===== src/rtl/if_stage_pkg.sv =====
// Pipeline-wide definitions shared by fetch, decode and the processor top.
// Widths, opcode constants, the NOP encoding and the fetch FSM encoding.
package if_stage_pkg;

   localparam int ADDR_WIDTH = 8;
   localparam int DATA_WIDTH = 16;
   localparam int OP_WIDTH   = 4;

   typedef logic [ADDR_WIDTH-1:0] addr_t;
   typedef logic [DATA_WIDTH-1:0] instr_t;
   typedef logic [OP_WIDTH-1:0]   opcode_t;

   localparam opcode_t OP_NOP  = 4'h0;
   localparam opcode_t OP_ADD  = 4'h1;
   localparam opcode_t OP_LD   = 4'h8;
   localparam opcode_t OP_ST   = 4'h9;
   localparam opcode_t OP_BR   = 4'hC;
   localparam opcode_t OP_JMP  = 4'hD;
   localparam opcode_t HALT_OP = 4'hF;

   localparam instr_t NOP_INSTR = 16'h0000;

   typedef enum logic [1:0] {
      FS_IDLE   = 2'd0,
      FS_RUN    = 2'd1,
      FS_HALTED = 2'd2
   } fetch_state_e;

   function automatic logic is_halt(input instr_t instr);
      return instr[DATA_WIDTH-1 -: OP_WIDTH] == HALT_OP;
   endfunction

endpackage


===== src/rtl/if_stage_if.sv =====
// Fetch-side bus: instruction-memory read port plus the IF/ID register outputs.
// master = fetch stage, slave = instruction memory / decode side.
interface if_stage_if;
   import if_stage_pkg::*;

   addr_t  im_addr;
   logic   im_rd;
   instr_t im_r_data;
   instr_t ifid_instr;
   addr_t  ifid_pc;
   logic   ifid_valid;

   modport master (
      output im_addr, im_rd, ifid_instr, ifid_pc, ifid_valid,
      input  im_r_data
   );

   modport slave (
      input  im_addr, im_rd, ifid_instr, ifid_pc, ifid_valid,
      output im_r_data
   );
endinterface


===== src/rtl/if_stage_ifid_reg.sv =====
// IF/ID pipeline register: load captures a new instruction, squash inserts a bubble
// (and wins over load), neither holds. One-cycle latency; hold is the stall mechanism.
module if_stage_ifid_reg
   import if_stage_pkg::*;
(
   input  logic   clk,
   input  logic   rst,
   input  logic   load,
   input  logic   squash,
   input  instr_t instr_in,
   input  addr_t  pc_in,
   output instr_t instr_q,
   output addr_t  pc_q,
   output logic   valid_q
);

   instr_t instr_d;
   addr_t  pc_d;
   logic   valid_d;

   always_comb begin
      instr_d = instr_q;
      pc_d    = pc_q;
      valid_d = valid_q;
      if (squash) begin
         instr_d = NOP_INSTR;
         valid_d = 1'b0;
      end else if (load) begin
         instr_d = instr_in;
         pc_d    = pc_in;
         valid_d = 1'b1;
      end
   end

   always_ff @(posedge clk) begin
      if (rst) begin
         instr_q <= NOP_INSTR;
         pc_q    <= '0;
         valid_q <= 1'b0;
      end else begin
         instr_q <= instr_d;
         pc_q    <= pc_d;
         valid_q <= valid_d;
      end
   end

endmodule


===== src/rtl/if_stage.sv =====
// Instruction fetch: PC, start/halt control, stall and redirect handling, IF/ID register.
// Fetch address appears in IF/ID one cycle later; stall freezes PC and IF/ID, redirect squashes.
module if_stage
   import if_stage_pkg::*;
(
   input  logic          clk,
   input  logic          rst,
   input  logic          start,
   input  logic          stall,
   input  logic          redirect,
   input  addr_t         redirect_pc,
   output logic          fetch_halted,
   if_stage_if.master    bus
);

   fetch_state_e state_q, state_d;
   addr_t        pc_q, pc_d;
   logic         ifid_load, ifid_squash;
   instr_t       ifid_instr;
   addr_t        ifid_pc;
   logic         ifid_valid;

   always_comb begin
      state_d     = state_q;
      pc_d        = pc_q;
      ifid_load   = 1'b0;
      ifid_squash = 1'b0;
      case (state_q)
         FS_IDLE: begin
            if (start) begin
               state_d = FS_RUN;
               pc_d    = '0;
            end
         end
         FS_RUN: begin
            if (redirect) begin
               pc_d        = redirect_pc;
               ifid_squash = 1'b1;
            end else if (!stall) begin
               ifid_load = 1'b1;
               pc_d      = pc_q + addr_t'(1);
               if (is_halt(bus.im_r_data)) state_d = FS_HALTED;
            end
         end
         FS_HALTED: begin
            // A redirect means the HALT sat in a branch shadow: resume fetching.
            if (redirect) begin
               pc_d        = redirect_pc;
               ifid_squash = 1'b1;
               state_d     = FS_RUN;
            end else if (!stall) begin
               ifid_squash = 1'b1;
            end
         end
         default: state_d = FS_IDLE;
      endcase
   end

   always_ff @(posedge clk) begin
      if (rst) begin
         state_q <= FS_IDLE;
         pc_q    <= '0;
      end else begin
         state_q <= state_d;
         pc_q    <= pc_d;
      end
   end

   if_stage_ifid_reg u_ifid_reg (
      .clk      (clk),
      .rst      (rst),
      .load     (ifid_load),
      .squash   (ifid_squash),
      .instr_in (bus.im_r_data),
      .pc_in    (pc_q),
      .instr_q  (ifid_instr),
      .pc_q     (ifid_pc),
      .valid_q  (ifid_valid)
   );

   assign bus.im_addr    = pc_q;
   assign bus.im_rd      = (state_q == FS_RUN) && !stall;
   assign bus.ifid_instr = ifid_instr;
   assign bus.ifid_pc    = ifid_pc;
   assign bus.ifid_valid = ifid_valid;
   assign fetch_halted   = (state_q == FS_HALTED);

endmodule


===== src/flat_wrapper.sv =====
// flat-port wrapper written by rule: the top's interface ports become plain ports
module if_stage_flat import if_stage_pkg::*;
  (clk, rst, start, stall, redirect, redirect_pc, fetch_halted, bus_im_addr, bus_im_rd, bus_ifid_instr, bus_ifid_pc, bus_ifid_valid, bus_im_r_data);
  if_stage_if bus_i ();
  input  logic clk;
  input  logic rst;
  input  logic start;
  input  logic stall;
  input  logic redirect;
  input  addr_t redirect_pc;
  output logic fetch_halted;
  output wire logic [$bits(bus_i.im_addr)-1:0] bus_im_addr;
  output wire logic [$bits(bus_i.im_rd)-1:0] bus_im_rd;
  output wire logic [$bits(bus_i.ifid_instr)-1:0] bus_ifid_instr;
  output wire logic [$bits(bus_i.ifid_pc)-1:0] bus_ifid_pc;
  output wire logic [$bits(bus_i.ifid_valid)-1:0] bus_ifid_valid;
  input wire logic [$bits(bus_i.im_r_data)-1:0] bus_im_r_data;
  assign bus_im_addr = bus_i.im_addr;
  assign bus_im_rd = bus_i.im_rd;
  assign bus_ifid_instr = bus_i.ifid_instr;
  assign bus_ifid_pc = bus_i.ifid_pc;
  assign bus_ifid_valid = bus_i.ifid_valid;
  assign bus_i.im_r_data = bus_im_r_data;
  if_stage u_core (.clk(clk), .rst(rst), .start(start), .stall(stall), .redirect(redirect), .redirect_pc(redirect_pc), .fetch_halted(fetch_halted), .bus(bus_i));
endmodule

===== config.mk =====
export PLATFORM = sky130hd
export DESIGN_NAME = if_stage_flat
export DESIGN_NICKNAME = d
export VERILOG_FILES = /design/src/rtl/if_stage_pkg.sv /design/src/rtl/if_stage_if.sv /design/src/rtl/if_stage_ifid_reg.sv /design/src/rtl/if_stage.sv /design/src/flat_wrapper.sv
export SDC_FILE = /design/constraint.sdc
export NUM_CORES = 1
export LEC_CHECK = 0
export CORE_MARGIN = 10
export CORE_UTILIZATION = 43
export DETAILED_ROUTE_END_ITERATION = 7
export GPL_ROUTABILITY_DRIVEN = 0
export GPL_TIMING_DRIVEN = 0
export PLACE_DENSITY = 0.86
export SLEW_MARGIN = 20
export SYNTH_ARGS = -nofsm -noshare
export SYNTH_HDL_FRONTEND = slang
export SYNTH_SLANG_ARGS = --single-unit
export TNS_END_PERCENT = 50

===== constraint.sdc =====
create_clock -name clk -period 2.2 [get_ports clk]
set_input_delay 0.33 -clock clk [delete_from_list [all_inputs] [get_ports clk]]
set_output_delay 0.33 -clock clk [all_outputs]
set_load 0.01 [all_outputs]

==> impl_results.md <==
* Run status: complete, no violations
* CP startpoint: stall
* Count of input and output buffers at 62
* Depth of the worst register-to-register path at 7
* Setup Buffers After CTS at 0
* Number of DRC markers after the initial detailed-route iteration at 75
* Yosys reg bits at 35
* Number of vias in the routed layout at 1676
* Worst hold path type: in -> reg
* Global-route wire length before repair at 7472 um
* Fraction of synthesized cell area taken by the top area cell type at 41.70%
* Element type at the critical path end: output port
* Data required time of the worst path at 1870 ps
* Num Clock Sinks at 35
* Number of nets in the synthesized netlist at 240
* Clock-pin transition on the worst setup and hold timing paths at 60 ps
* Post-CTS Resized at 0
* Least setup slack across all paths after layout at 101.1 ps
* Hold path startpoint: redirect
* Number of distinct library cells after synthesis at 44
* Critical path startpoint category: primary input
* Setup tns final at 0 ps
* Synthesized area per cell at 8.197 sq um
* Total Routed Length at 4668 um
* Highest-count cells in the layout ignoring fill and taps: sky130_fd_sc_hd__clkdlybuf4s50_1 (62), sky130_fd_sc_hd__nand2_1 (48), sky130_fd_sc_hd__dfxtp_1 (34), sky130_fd_sc_hd__a21oi_1 (29), sky130_fd_sc_hd__nand3_1 (13)
* Number of antenna repair diodes at 0
* Clock period minus final worst setup slack at 2099 ps
* GRT Overall Usage at 13.92%
* Biggest area consumer among synthesized cells: sky130_fd_sc_hd__dfxtp_1
* Area inside the core boundary at 3716 sq um
* Static power due to leakage at 0.8613 nW
* HPWL after DPL at 3655 um
* GRT overflow at 0
* Areal power density over the cells at 619.3 nW/um^2
* Clock tree buffer depth at 2
* Peak VDD IR at 388.5 uV
* Pin count of the biggest net entering global routing at 11
* Layout overhead on the synthesized area at 45.79%
* Deepest level of the CTS H-tree at 2
* Post-Place Worst Slack at 117.3 ps
* Number of cell rows at 22
* Worst Tran Pin Value at 483.4 ps
* Fraction of registers with async set/reset at 0%
* Number of enable-type register cells in the synthesized netlist at 0
* Number of buffers created by CTS at 5
* Hold bufs inserted after CTS at 0
* Starting utilization of the core area at 45.22%
* Arr. time, crit path at 1770 ps
* Type of the worst setup path: in -> out
* Vias in the first global route at 1668
* Startpoint of the most critical register-to-register path: u_core.state_q[0]
* Most common library cell in the layout ignoring fill and taps: sky130_fd_sc_hd__clkdlybuf4s50_1
* Period Utilization, post-route at 95.40%
* Fraction of final layout cells sized beyond drive strength 1 at 10.22%
* Number of nets in the layout at 309
* Post-Syn Instances at 205
* Vias/cell at 5.205
* Post-detailed-route count of antenna-violating nets at 0
* Final Hold Fails at 0
* Number of primary I/O pins at 64
* Post-Synthesis Cell Area at 1680 sq um
* Setup repair after global routing missed its margin: false
* TritonCTS clock tree: yes
* Post-detailed-route DRC marker count at 0
* Final clock skew at 8.836 ps
* Sequential fraction of the synthesis area at 41.70%
* Count of pins over their slew limit at 0
* Synth warnings at 0
* Peak fanout along the critical path at 7
* Finished Core Util at 65.93%
* Initial antenna violation count at 0
* Total die area at 6808 sq um
* Top area cells in the synthesized netlist: sky130_fd_sc_hd__dfxtp_1 (42%), sky130_fd_sc_hd__nand2_1 (11%), sky130_fd_sc_hd__a21oi_1 (8.6%)
* Width of the die at 82.51 um
* Floorplan die height at 82.51 um
* Instance count along the most critical hold path at 4
* Skew-Pair Late Insertion Delay at 290 ps
* Number of maximum-capacitance constraint violations at 0
* Clock root buffer: sky130_fd_sc_hd__clkbuf_8
* Final Setup Violations at 0
* Maximum clock frequency at 476.4 MHz
* Normalized max-slew margin at 67.69%
* Drt first pass iters at 5
* Average detailed-routed wire length per instance at 14.50 um
* Commonest register cell after synthesis: sky130_fd_sc_hd__dfxtp_1
## power breakdown
part           switching [mW]  internal, mW  total, mW
sequential             0.0220         0.662      0.684
clock                   0.219         0.245      0.465
combinational           0.181         0.188      0.369
## registers in the layout, summed over array words and instances (netlist names)
signal / count
u_core.bus.im_addr: 8
u_core.state_q: 2
u_core.u_ifid_reg.instr_q: 16
u_core.u_ifid_reg.pc_q: 8
u_core.u_ifid_reg.valid_q: 1
## worst max-delay path, stage by stage
cell	delay [ps]
sky130_fd_sc_hd__clkdlybuf4s50_1	670
sky130_fd_sc_hd__and2b_2	290
sky130_fd_sc_hd__clkdlybuf4s50_1	480
## worst paths after layout
check / end / slack [ps]
worst max-delay path: bus_im_rd / 100
worst min-delay path: u_core.u_ifid_reg.pc_q[7] / 410
worst max register to register: u_core.bus.im_addr[2] / 280
worst min register to register: u_core.u_ifid_reg.pc_q[7] / 450
## synthesized netlist by cell type (2+ instances only)
cell                       count
sky130_fd_sc_hd__a21oi_1      29
sky130_fd_sc_hd__nand2b_1      2
sky130_fd_sc_hd__dfxtp_1      35
sky130_fd_sc_hd__o31ai_1       2
sky130_fd_sc_hd__o21ai_0       6
sky130_fd_sc_hd__nand4_1       3
sky130_fd_sc_hd__ha_1          6
sky130_fd_sc_hd__a211oi_1      2
sky130_fd_sc_hd__buf_6         3
sky130_fd_sc_hd__nand3_1      13
sky130_fd_sc_hd__buf_4         2
sky130_fd_sc_hd__or3_1         2
sky130_fd_sc_hd__nor2b_1       2
sky130_fd_sc_hd__a221o_1       4
sky130_fd_sc_hd__nor3_1        3
sky130_fd_sc_hd__clkbuf_1      2
sky130_fd_sc_hd__nand2_1      48
sky130_fd_sc_hd__buf_2         3
sky130_fd_sc_hd__nor2_1        7
sky130_fd_sc_hd__inv_1         7
## layer usage
layer | vias to the layer above | global-route usage (%) | routed length, um | part of all wire (%)
li1 | 858 | - | - | -
met5 | - | 0 | 0 | 0
met2 | 51 | 23.09 | 2147 | 46
met4 | 0 | 7.023 | 89 | 1.9
met3 | 7 | 4.536 | 398 | 8.5
met1 | 760 | 15.70 | 2033 | 44
## cell families (layout without fill, tap and decap cells)
family,Yosys count,count (layout),share of synthesized area [%]
flops,35,35,41.70
xor+xnor,2,2,1.043
buf+inv,19,88,6.328
mux,1,1,0.5957
simple gates,88,88,25.24
compound gates,54,54,20.63
fa+ha+maj,6,6,4.467
## layout make-up
class,count,area (sq um)
buffer,11,76.32
tap,48,60.06
timing repair buffer,62,620.6
sequential,35,701.9
inverter,8,30.03
multi-input combinational,151,873.3
fill,330,1266
clock inverter,1,5.005
clock buffer,6,82.58
## per-stage QoR
step	area (sq um)	std cells	power, mW	hold slack [ps]
2_1_floorplan	1680	205	0.9153	449.2
3_3_place_gp	2361	315	1.060	441.7
3_5_place_dp	2361	315	1.066	448.2
4_1_cts	2449	322	1.529	398.8
5_1_grt	2450	322	1.593	431.7
6_report	2450	322	1.517	405.1
Power figures use the tool's default switching activity.
